==> src/rtl/round_scheduler.sv <==
// -----------------------------------------------------------------------------
// round_scheduler
//
// Sequences a two-player trail game: map clear, pre-round countdown, alternating
// movement grants during play, a frozen hold after each collision, and scoring
// until one player reaches WIN_SCORE round wins.
//
// Ports
//   clk                input      system clock, rising-edge active
//   rst                input      asynchronous reset, active low
//   start              input      single-cycle game start request (IDLE/OVER)
//   player1_collision  input      collision flag of player 1
//   player2_collision  input      collision flag of player 2
//   selected_player    output [2] 00 hold, 01 player 1, 11 player 2
//   move_tick          output     one-cycle pulse every TICK_DIV cycles
//   map_clear          output     one-cycle trail erase request
//   countdown          output [3] remaining countdown ticks
//   score_1, score_2   output [4] round wins per player
//   winner             output [2] 00 none, 01 player 1, 11 player 2
//   game_state         output [3] IDLE=0 CLEAR=1 COUNT=2 PLAY=3 HOLD=4 OVER=5
// -----------------------------------------------------------------------------
module round_scheduler #(
    parameter int TICK_DIV        = 16_250_000,
    parameter int COUNTDOWN_TICKS = 3,
    parameter int HOLD_TICKS      = 2,
    parameter int WIN_SCORE       = 3
) (
    input  logic       clk,
    input  logic       rst,
    input  logic       start,
    input  logic       player1_collision,
    input  logic       player2_collision,
    output logic [1:0] selected_player,
    output logic       move_tick,
    output logic       map_clear,
    output logic [2:0] countdown,
    output logic [3:0] score_1,
    output logic [3:0] score_2,
    output logic [1:0] winner,
    output logic [2:0] game_state
);

    localparam int TW = (TICK_DIV > 1) ? $clog2(TICK_DIV) : 1;
    localparam logic [TW-1:0] TICK_LAST = TW'(TICK_DIV - 1);
    localparam logic [2:0]    CD_LOAD   = 3'(COUNTDOWN_TICKS);
    localparam logic [2:0]    HOLD_LOAD = 3'(HOLD_TICKS);
    localparam logic [3:0]    WIN       = 4'(WIN_SCORE);

    typedef enum logic [2:0] {
        S_IDLE  = 3'd0,
        S_CLEAR = 3'd1,
        S_COUNT = 3'd2,
        S_PLAY  = 3'd3,
        S_HOLD  = 3'd4,
        S_OVER  = 3'd5
    } state_t;

    state_t        state_q, state_d;
    logic [TW-1:0] tick_cnt_q, tick_cnt_d;
    logic [2:0]    countdown_q, countdown_d;
    logic [2:0]    hold_q, hold_d;
    logic          turn_q, turn_d;          // 0 = player 1, 1 = player 2
    logic [3:0]    score_1_q, score_1_d;
    logic [3:0]    score_2_q, score_2_d;
    logic [1:0]    winner_q, winner_d;
    logic [1:0]    selected_player_q, selected_player_d;
    logic          move_tick_q, move_tick_d;
    logic          map_clear_q, map_clear_d;

    logic tick_hit;
    logic any_col;
    logic hold_entry;

    function automatic logic is_running(input state_t s);
        return (s == S_COUNT) || (s == S_PLAY) || (s == S_HOLD);
    endfunction

    assign tick_hit = is_running(state_q) && (tick_cnt_q == TICK_LAST);
    assign any_col  = player1_collision | player2_collision;

    // State register
    always_ff @(posedge clk or negedge rst) begin
        if (!rst) begin
            state_q <= S_IDLE;
        end else begin
            state_q <= state_d;
        end
    end

    // Next-state logic
    always_comb begin
        state_d = state_q;
        case (state_q)
            S_IDLE:  if (start) state_d = S_CLEAR;
            S_CLEAR: state_d = S_COUNT;
            S_COUNT: if (tick_hit && countdown_q <= 3'd1) state_d = S_PLAY;
            S_PLAY:  if (any_col) state_d = S_HOLD;
            S_HOLD: begin
                if (tick_hit && hold_q <= 3'd1) begin
                    state_d = (score_1_q == WIN || score_2_q == WIN) ? S_OVER : S_CLEAR;
                end
            end
            S_OVER:  if (start) state_d = S_CLEAR;
            default: state_d = S_IDLE;
        endcase
    end

    assign hold_entry = (state_q == S_PLAY) && (state_d == S_HOLD);

    // Datapath and registered-output next values
    always_comb begin
        // The tick phase restarts whenever the counter (re)starts running and on
        // entering HOLD, so every hold period lasts exactly HOLD_TICKS full ticks.
        if (!is_running(state_d) || !is_running(state_q) || hold_entry || tick_hit) begin
            tick_cnt_d = '0;
        end else begin
            tick_cnt_d = tick_cnt_q + 1'b1;
        end

        countdown_d = countdown_q;
        if (state_d == S_CLEAR) begin
            countdown_d = CD_LOAD;
        end else if (state_q == S_COUNT && tick_hit && countdown_q != 3'd0) begin
            countdown_d = countdown_q - 3'd1;
        end

        hold_d = hold_q;
        if (hold_entry) begin
            hold_d = HOLD_LOAD;
        end else if (state_q == S_HOLD && tick_hit && hold_q != 3'd0) begin
            hold_d = hold_q - 3'd1;
        end

        // A collision in a tick cycle leaves PLAY, so the toggle is dropped.
        turn_d = turn_q;
        if (state_d == S_CLEAR) begin
            turn_d = 1'b0;
        end else if (state_q == S_PLAY && state_d == S_PLAY && tick_hit) begin
            turn_d = ~turn_q;
        end

        score_1_d = score_1_q;
        score_2_d = score_2_q;
        if ((state_q == S_IDLE || state_q == S_OVER) && start) begin
            score_1_d = '0;
            score_2_d = '0;
        end else if (state_q == S_PLAY) begin
            // Crashing player concedes the round; a simultaneous crash is a draw.
            if (player1_collision && !player2_collision && score_2_q < WIN) begin
                score_2_d = score_2_q + 4'd1;
            end
            if (player2_collision && !player1_collision && score_1_q < WIN) begin
                score_1_d = score_1_q + 4'd1;
            end
        end

        winner_d = 2'b00;
        if (state_d == S_OVER) begin
            winner_d = (score_1_q == WIN) ? 2'b01 : 2'b11;
        end

        selected_player_d = 2'b00;
        if (state_d == S_PLAY) begin
            selected_player_d = turn_d ? 2'b11 : 2'b01;
        end

        // Registered from next-state values so the pulse coincides with the
        // counter sitting at TICK_DIV-1.
        move_tick_d = is_running(state_d) && (tick_cnt_d == TICK_LAST);
        map_clear_d = (state_d == S_CLEAR);
    end

    always_ff @(posedge clk or negedge rst) begin
        if (!rst) begin
            tick_cnt_q        <= '0;
            countdown_q       <= '0;
            hold_q            <= '0;
            turn_q            <= 1'b0;
            score_1_q         <= '0;
            score_2_q         <= '0;
            winner_q          <= 2'b00;
            selected_player_q <= 2'b00;
            move_tick_q       <= 1'b0;
            map_clear_q       <= 1'b0;
        end else begin
            tick_cnt_q        <= tick_cnt_d;
            countdown_q       <= countdown_d;
            hold_q            <= hold_d;
            turn_q            <= turn_d;
            score_1_q         <= score_1_d;
            score_2_q         <= score_2_d;
            winner_q          <= winner_d;
            selected_player_q <= selected_player_d;
            move_tick_q       <= move_tick_d;
            map_clear_q       <= map_clear_d;
        end
    end

    assign selected_player = selected_player_q;
    assign move_tick       = move_tick_q;
    assign map_clear       = map_clear_q;
    assign countdown       = countdown_q;
    assign score_1         = score_1_q;
    assign score_2         = score_2_q;
    assign winner          = winner_q;
    assign game_state      = state_q;

endmodule
==> config.mk <==
export PLATFORM = sky130hd
export DESIGN_NAME = round_scheduler
export DESIGN_NICKNAME = d
export VERILOG_FILES = /design/src/rtl/round_scheduler.sv
export SDC_FILE = /design/constraint.sdc
export NUM_CORES = 1
export LEC_CHECK = 0
export ABC_AREA = 1
export CAP_MARGIN = 0
export CORE_MARGIN = 10
export CORE_UTILIZATION = 38
export DETAILED_ROUTE_END_ITERATION = 6
export GPL_ROUTABILITY_DRIVEN = 0
export HOLD_SLACK_MARGIN = 0.06
export RECOVER_POWER = 25
export SETUP_SLACK_MARGIN = 0.4
export SYNTH_ARGS = -nofsm -noshare
export SYNTH_HDL_FRONTEND = slang
export SYNTH_SLANG_ARGS = --single-unit
==> constraint.sdc <==
create_clock -name clk -period 1.85 [get_ports clk]
set_clock_uncertainty 0.2 [all_clocks]
set_input_delay 0.37 -clock clk [delete_from_list [all_inputs] [get_ports clk]]
set_output_delay 0.37 -clock clk [all_outputs]
set_load 0.05 [all_outputs]
==> metrics.txt <==
# TYPE chip_impl_metric gauge
chip_impl_info{name="outcome",value="finished, violations left"} 1
chip_impl_info{name="violations_in_the_final_reports",value="setup timing"} 1
chip_impl_metric{name="h_tree_level_count",unit=""} 2
chip_impl_info{name="dominantRegCellSynth",value="sky130_fd_sc_hd__dfrtp_1"} 1
chip_impl_metric{name="core",unit="um^2"} 7180
chip_impl_metric{name="hold_viol_final",unit=""} 0
chip_impl_metric{name="drt-pass1-iter-count",unit=""} 5
chip_impl_metric{name="netSwitchingFraction",unit="%"} 40.1
chip_impl_metric{name="nets",unit=""} 527
chip_impl_metric{name="dpl.cell_count",unit=""} 574
chip_impl_metric{name="num_rows",unit=""} 31
chip_impl_metric{name="edff_count_synth",unit=""} 0
chip_impl_metric{name="ctsLongestPathBuffers",unit=""} 2
chip_impl_metric{name="timing.final.max_slew_violations",unit=""} 0
chip_impl_metric{name="clk_transition_reported_paths",unit="ns"} 0.12
chip_impl_metric{name="synth-seq-cells",unit=""} 48
chip_impl_metric{name="finish.cell_count_without_fillers",unit=""} 613
chip_impl_info{name="path_common_cell",value="sky130_fd_sc_hd__nand2_2"} 1
chip_impl_metric{name="critical_path_required",unit="ns"} 1.88
chip_impl_metric{name="drt_first_iter_violations",unit=""} 159
chip_impl_metric{name="netlist_instances",unit=""} 346
chip_impl_metric{name="timing_worst_slew_pin_value",unit="ns"} 0.669
chip_impl_metric{name="initial_utilization",unit="%"} 38.7
chip_impl_metric{name="worst-path-max-fanout",unit=""} 4
chip_impl_metric{name="finalWorstPathRequiredPeriod",unit="ns"} 2.19
chip_impl_metric{name="grt_antenna_before_repair",unit=""} 0
chip_impl_metric{name="pwr-share-clk",unit="%"} 16.4
chip_impl_metric{name="globalRouteOverflowTotal",unit=""} 0
chip_impl_metric{name="grt.met3_usage",unit="%"} 2.19
chip_impl_info{name="cp_cell_sequence",value="ha_2 -> nand2_2 -> nor2_4 -> nand2_2 -> nor2_1 -> nand4_1 -> buf_4 -> nor3_2 -> xnor2_1 -> nor2_2 -> and2_1"} 1
chip_impl_metric{name="synth_cell_type_count",unit=""} 33
chip_impl_metric{name="power_frac_seq",unit="%"} 24.5
chip_impl_metric{name="p_per_area",unit="nW/um^2"} 1020
chip_impl_metric{name="max_cap_viol_count",unit=""} 0
chip_impl_metric{name="cts_inserted_buffers",unit=""} 5
chip_impl_metric{name="hold-path-cell-count",unit=""} 2
chip_impl_metric{name="ir_drop",unit="mV"} 0.585
chip_impl_metric{name="areaGrowthSynthToFinish",unit="%"} 85.3
chip_impl_info{name="post-synth-top-area-cell",value="sky130_fd_sc_hd__dfrtp_1"} 1
chip_impl_metric{name="setup_viol_count_final",unit=""} 35
chip_impl_info{name="crit_type",value="reg2reg"} 1
chip_impl_info{name="grt_busiest_layer",value="met2"} 1
chip_impl_metric{name="dp.final_hpwl",unit="um"} 5910
chip_impl_metric{name="avgRoutedWirePerCell",unit="um"} 16.9
chip_impl_metric{name="die_h",unit="um"} 106
chip_impl_info{name="timing.critical_path.slowest_stage_cell",value="sky130_fd_sc_hd__dfrtp_1"} 1
chip_impl_metric{name="routed_wl",unit="um"} 10300
chip_impl_metric{name="ios",unit=""} 25
chip_impl_metric{name="first_global_vias",unit=""} 2824
chip_impl_metric{name="insertion_delay",unit="ns"} 0.33
chip_impl_metric{name="grt_max_degree",unit=""} 49
chip_impl_info{name="crit_path_start_kind",value="flip-flop"} 1
chip_impl_metric{name="fin_ws",unit="ns"} -0.342
chip_impl_metric{name="cts.sink_count",unit=""} 48
chip_impl_metric{name="fin_hold_ws",unit="ns"} 0.351
chip_impl_metric{name="overall_power",unit="mW"} 5.25
chip_impl_metric{name="p_switching",unit="mW"} 2.10
chip_impl_info{name="synth.area.top_cells",value="sky130_fd_sc_hd__dfrtp_1 43%, sky130_fd_sc_hd__nor2_1 9.3%, sky130_fd_sc_hd__nand2_1 8.2%, sky130_fd_sc_hd__inv_1 6.3%, sky130_fd_sc_hd__xor2_1 5.7%"} 1
chip_impl_metric{name="grt_usage",unit="%"} 14.7
chip_impl_metric{name="vias_per_cell",unit=""} 5.00
chip_impl_metric{name="layout_worst_path_cycle_share",unit="%"} 118
chip_impl_metric{name="p_leak",unit="nW"} 2.45
chip_impl_metric{name="first_pass_grt_wire_length",unit="um"} 13600
chip_impl_metric{name="port-buffer-count",unit=""} 24
chip_impl_metric{name="postSynthNetCount",unit=""} 360
chip_impl_metric{name="use_met2",unit="%"} 25.0
chip_impl_metric{name="mappedNetlistArea",unit="um^2"} 2780
chip_impl_metric{name="dieArea",unit="um^2"} 11100
chip_impl_info{name="cts_tree",value="built"} 1
chip_impl_metric{name="comb_pwr_share",unit="%"} 59.1
chip_impl_info{name="most-common-layout-cells",value="96 x sky130_fd_sc_hd__buf_4, 42 x sky130_fd_sc_hd__nor2_1, 42 x sky130_fd_sc_hd__buf_6, 39 x sky130_fd_sc_hd__nand2_1, 36 x sky130_fd_sc_hd__dfrtp_1"} 1
chip_impl_metric{name="timing.critical_path.slowest_cell_delay",unit="ns"} 0.38
chip_impl_metric{name="yosys.area.top_type_share",unit="%"} 43.2
chip_impl_metric{name="ys_warn_count",unit=""} 0
chip_impl_metric{name="syn_avg_cell_area",unit="um^2"} 8.04
chip_impl_metric{name="timing.reg2reg.worst_path_depth",unit=""} 11
chip_impl_metric{name="asyncSetResetFlopFracSynth",unit="%"} 100
chip_impl_metric{name="post_route_antenna_net_violation_count",unit=""} 0
chip_impl_metric{name="finalCoreUtilization",unit="%"} 71.8
chip_impl_metric{name="maxSlewHeadroom",unit="%"} 55.4
chip_impl_info{name="rsz0062_at_grt",value="true"} 1
chip_impl_info{name="mostFrequentLayoutCell",value="sky130_fd_sc_hd__buf_4"} 1
chip_impl_info{name="crit_path_end_kind",value="flip-flop"} 1
chip_impl_metric{name="crit_arrival",unit="ns"} 2.23
chip_impl_info{name="min_path_type",value="reg2reg"} 1
chip_impl_metric{name="num-fill-cells",unit=""} 475
chip_impl_metric{name="met1_use_gr",unit="%"} 18.4
chip_impl_metric{name="clock.fmax",unit="MHz"} 456
chip_impl_metric{name="die_x",unit="um"} 106
chip_impl_metric{name="cellInternalPower",unit="mW"} 3.15
chip_impl_metric{name="seq_area_frac_synth",unit="%"} 43.2
chip_impl_metric{name="routed-via-count",unit=""} 3066
chip_impl_metric{name="antennaDiodeCount",unit=""} 0
chip_impl_info{name="root_buffer_cell",value="sky130_fd_sc_hd__clkbuf_8"} 1
chip_impl_metric{name="number_of_drc_violations_after_detailed_routing",unit=""} 0
chip_impl_metric{name="drive_above_1_share",unit="%"} 58.2
-- synthesized netlist by cell type, types with 2 or more instances --
cell,number
sky130_fd_sc_hd__nand2_2,6
sky130_fd_sc_hd__inv_2,4
sky130_fd_sc_hd__nand3_1,14
sky130_fd_sc_hd__nor2_1,69
sky130_fd_sc_hd__nand2_1,61
sky130_fd_sc_hd__nand4_1,13
sky130_fd_sc_hd__nand3_2,2
sky130_fd_sc_hd__inv_1,47
sky130_fd_sc_hd__nor2_4,4
sky130_fd_sc_hd__nor4_1,4
sky130_fd_sc_hd__ha_1,9
sky130_fd_sc_hd__xor2_1,18
sky130_fd_sc_hd__nor3_1,11
sky130_fd_sc_hd__o21ai_0,6
sky130_fd_sc_hd__a21oi_1,5
sky130_fd_sc_hd__dfrtp_1,48
sky130_fd_sc_hd__clkbuf_1,2
sky130_fd_sc_hd__xnor2_1,6
sky130_fd_sc_hd__nor3_2,3
-- stage by stage --
step,area (um^2),TNS [ns],worst slack (ns)
floorplan,2840,-0.397,-0.141
global placement,4130,-4.67,-0.262
detailed placement,4130,-5.76,-0.374
CTS,4580,-2.18,-0.215
global route,5150,-10.48,-0.486
finish,5150,-6.73,-0.342
-- flip-flops by register name, indices dropped and copies added, names as in the netlist, 2 cells and up --
register,flops
score_1,4
winner,2
score_2,4
tick_cnt_q,24
countdown,3
hold_q,3
selected_player,2
game_state,3
-- routing by layer --
| layer | up-vias | share of wire (%) |
|---|---|---|
| li1 | 1418 | - |
| met1 | 1521 | 40 |
| met2 | 102 | 53 |
| met3 | 25 | 3.8 |
| met4 | 0 | 2.9 |
| met5 | - | 0 |
-- path summary, 6_finish.rpt --
path                                         startpoint                      endpoint  slack (ns)
max in group asynchronous                           rst       game_state[2]$_DFF_PN0_        0.42
min in group asynchronous                           rst       tick_cnt_q[7]$_DFF_PN0_        0.52
worst max-delay path            tick_cnt_q[1]$_DFF_PN0_  selected_player[1]$_DFF_PN0_       -0.34
worst min-delay path              hold_q[1]$_DFFE_PN0P_         hold_q[1]$_DFFE_PN0P_        0.35
worst max register to register  tick_cnt_q[1]$_DFF_PN0_  selected_player[1]$_DFF_PN0_       -0.34
worst min register to register    hold_q[1]$_DFFE_PN0P_         hold_q[1]$_DFFE_PN0P_        0.35
-- cell type report --
cell class,count,area (um^2),share of cell area (%)
Clock buffer,6,82.6,1.60
Timing Repair Buffer,162,1610,31.3
Multi-Input combinational cell,244,1860,36.2
Sequential cell,48,1220,23.6
Tap cell,99,124,2.40
Clock inverter,2,38.8,0.753
Inverter,52,215,4.18
-- cells by family (layout without fill, tap and decap cells) --
group,Yosys count,after routing,synth area share [%]
XOR/XNOR,26,26,8.73
adder cells (fa/ha/maj),9,9,4.05
AO/OA/AOI/OAI,15,15,3.29
flip-flops,48,48,43.2
buffers and inverters,54,222,7.38
AND/OR/NAND/NOR,194,194,33.3
-- worst max-delay path: cells and delay by family (launching register included) --
family | cells | cell delay [ns]
buffers and inverters | 1 | 0.20
flip-flops | 1 | 0.38
AND/OR/NAND/NOR | 8 | 0.97
adder cells (fa/ha/maj) | 1 | 0.20
XOR/XNOR | 1 | 0.17
-- power by group through the flow --
stage	Clock (mW)	Sequential [mW]	Combinational [mW]
3_3_place_gp	0	1.27	1.98
5_1_grt	0.901	1.30	3.24
6_report	0.861	1.29	3.10
4_1_cts	0.845	1.26	2.33
2_1_floorplan	0	1.59	0.633
3_5_place_dp	0	1.28	2.00
-- what timing repair did --
action,4_1_cts,5_1_grt
cloned,0,1
endpoints found under the setup margin,63,68
hold endpoints to repair,48,0
resized for setup,64,110
buffers inserted,11,18
pin swaps,11,31
hold buffers,1,0
(Power assumes the default switching activity.)
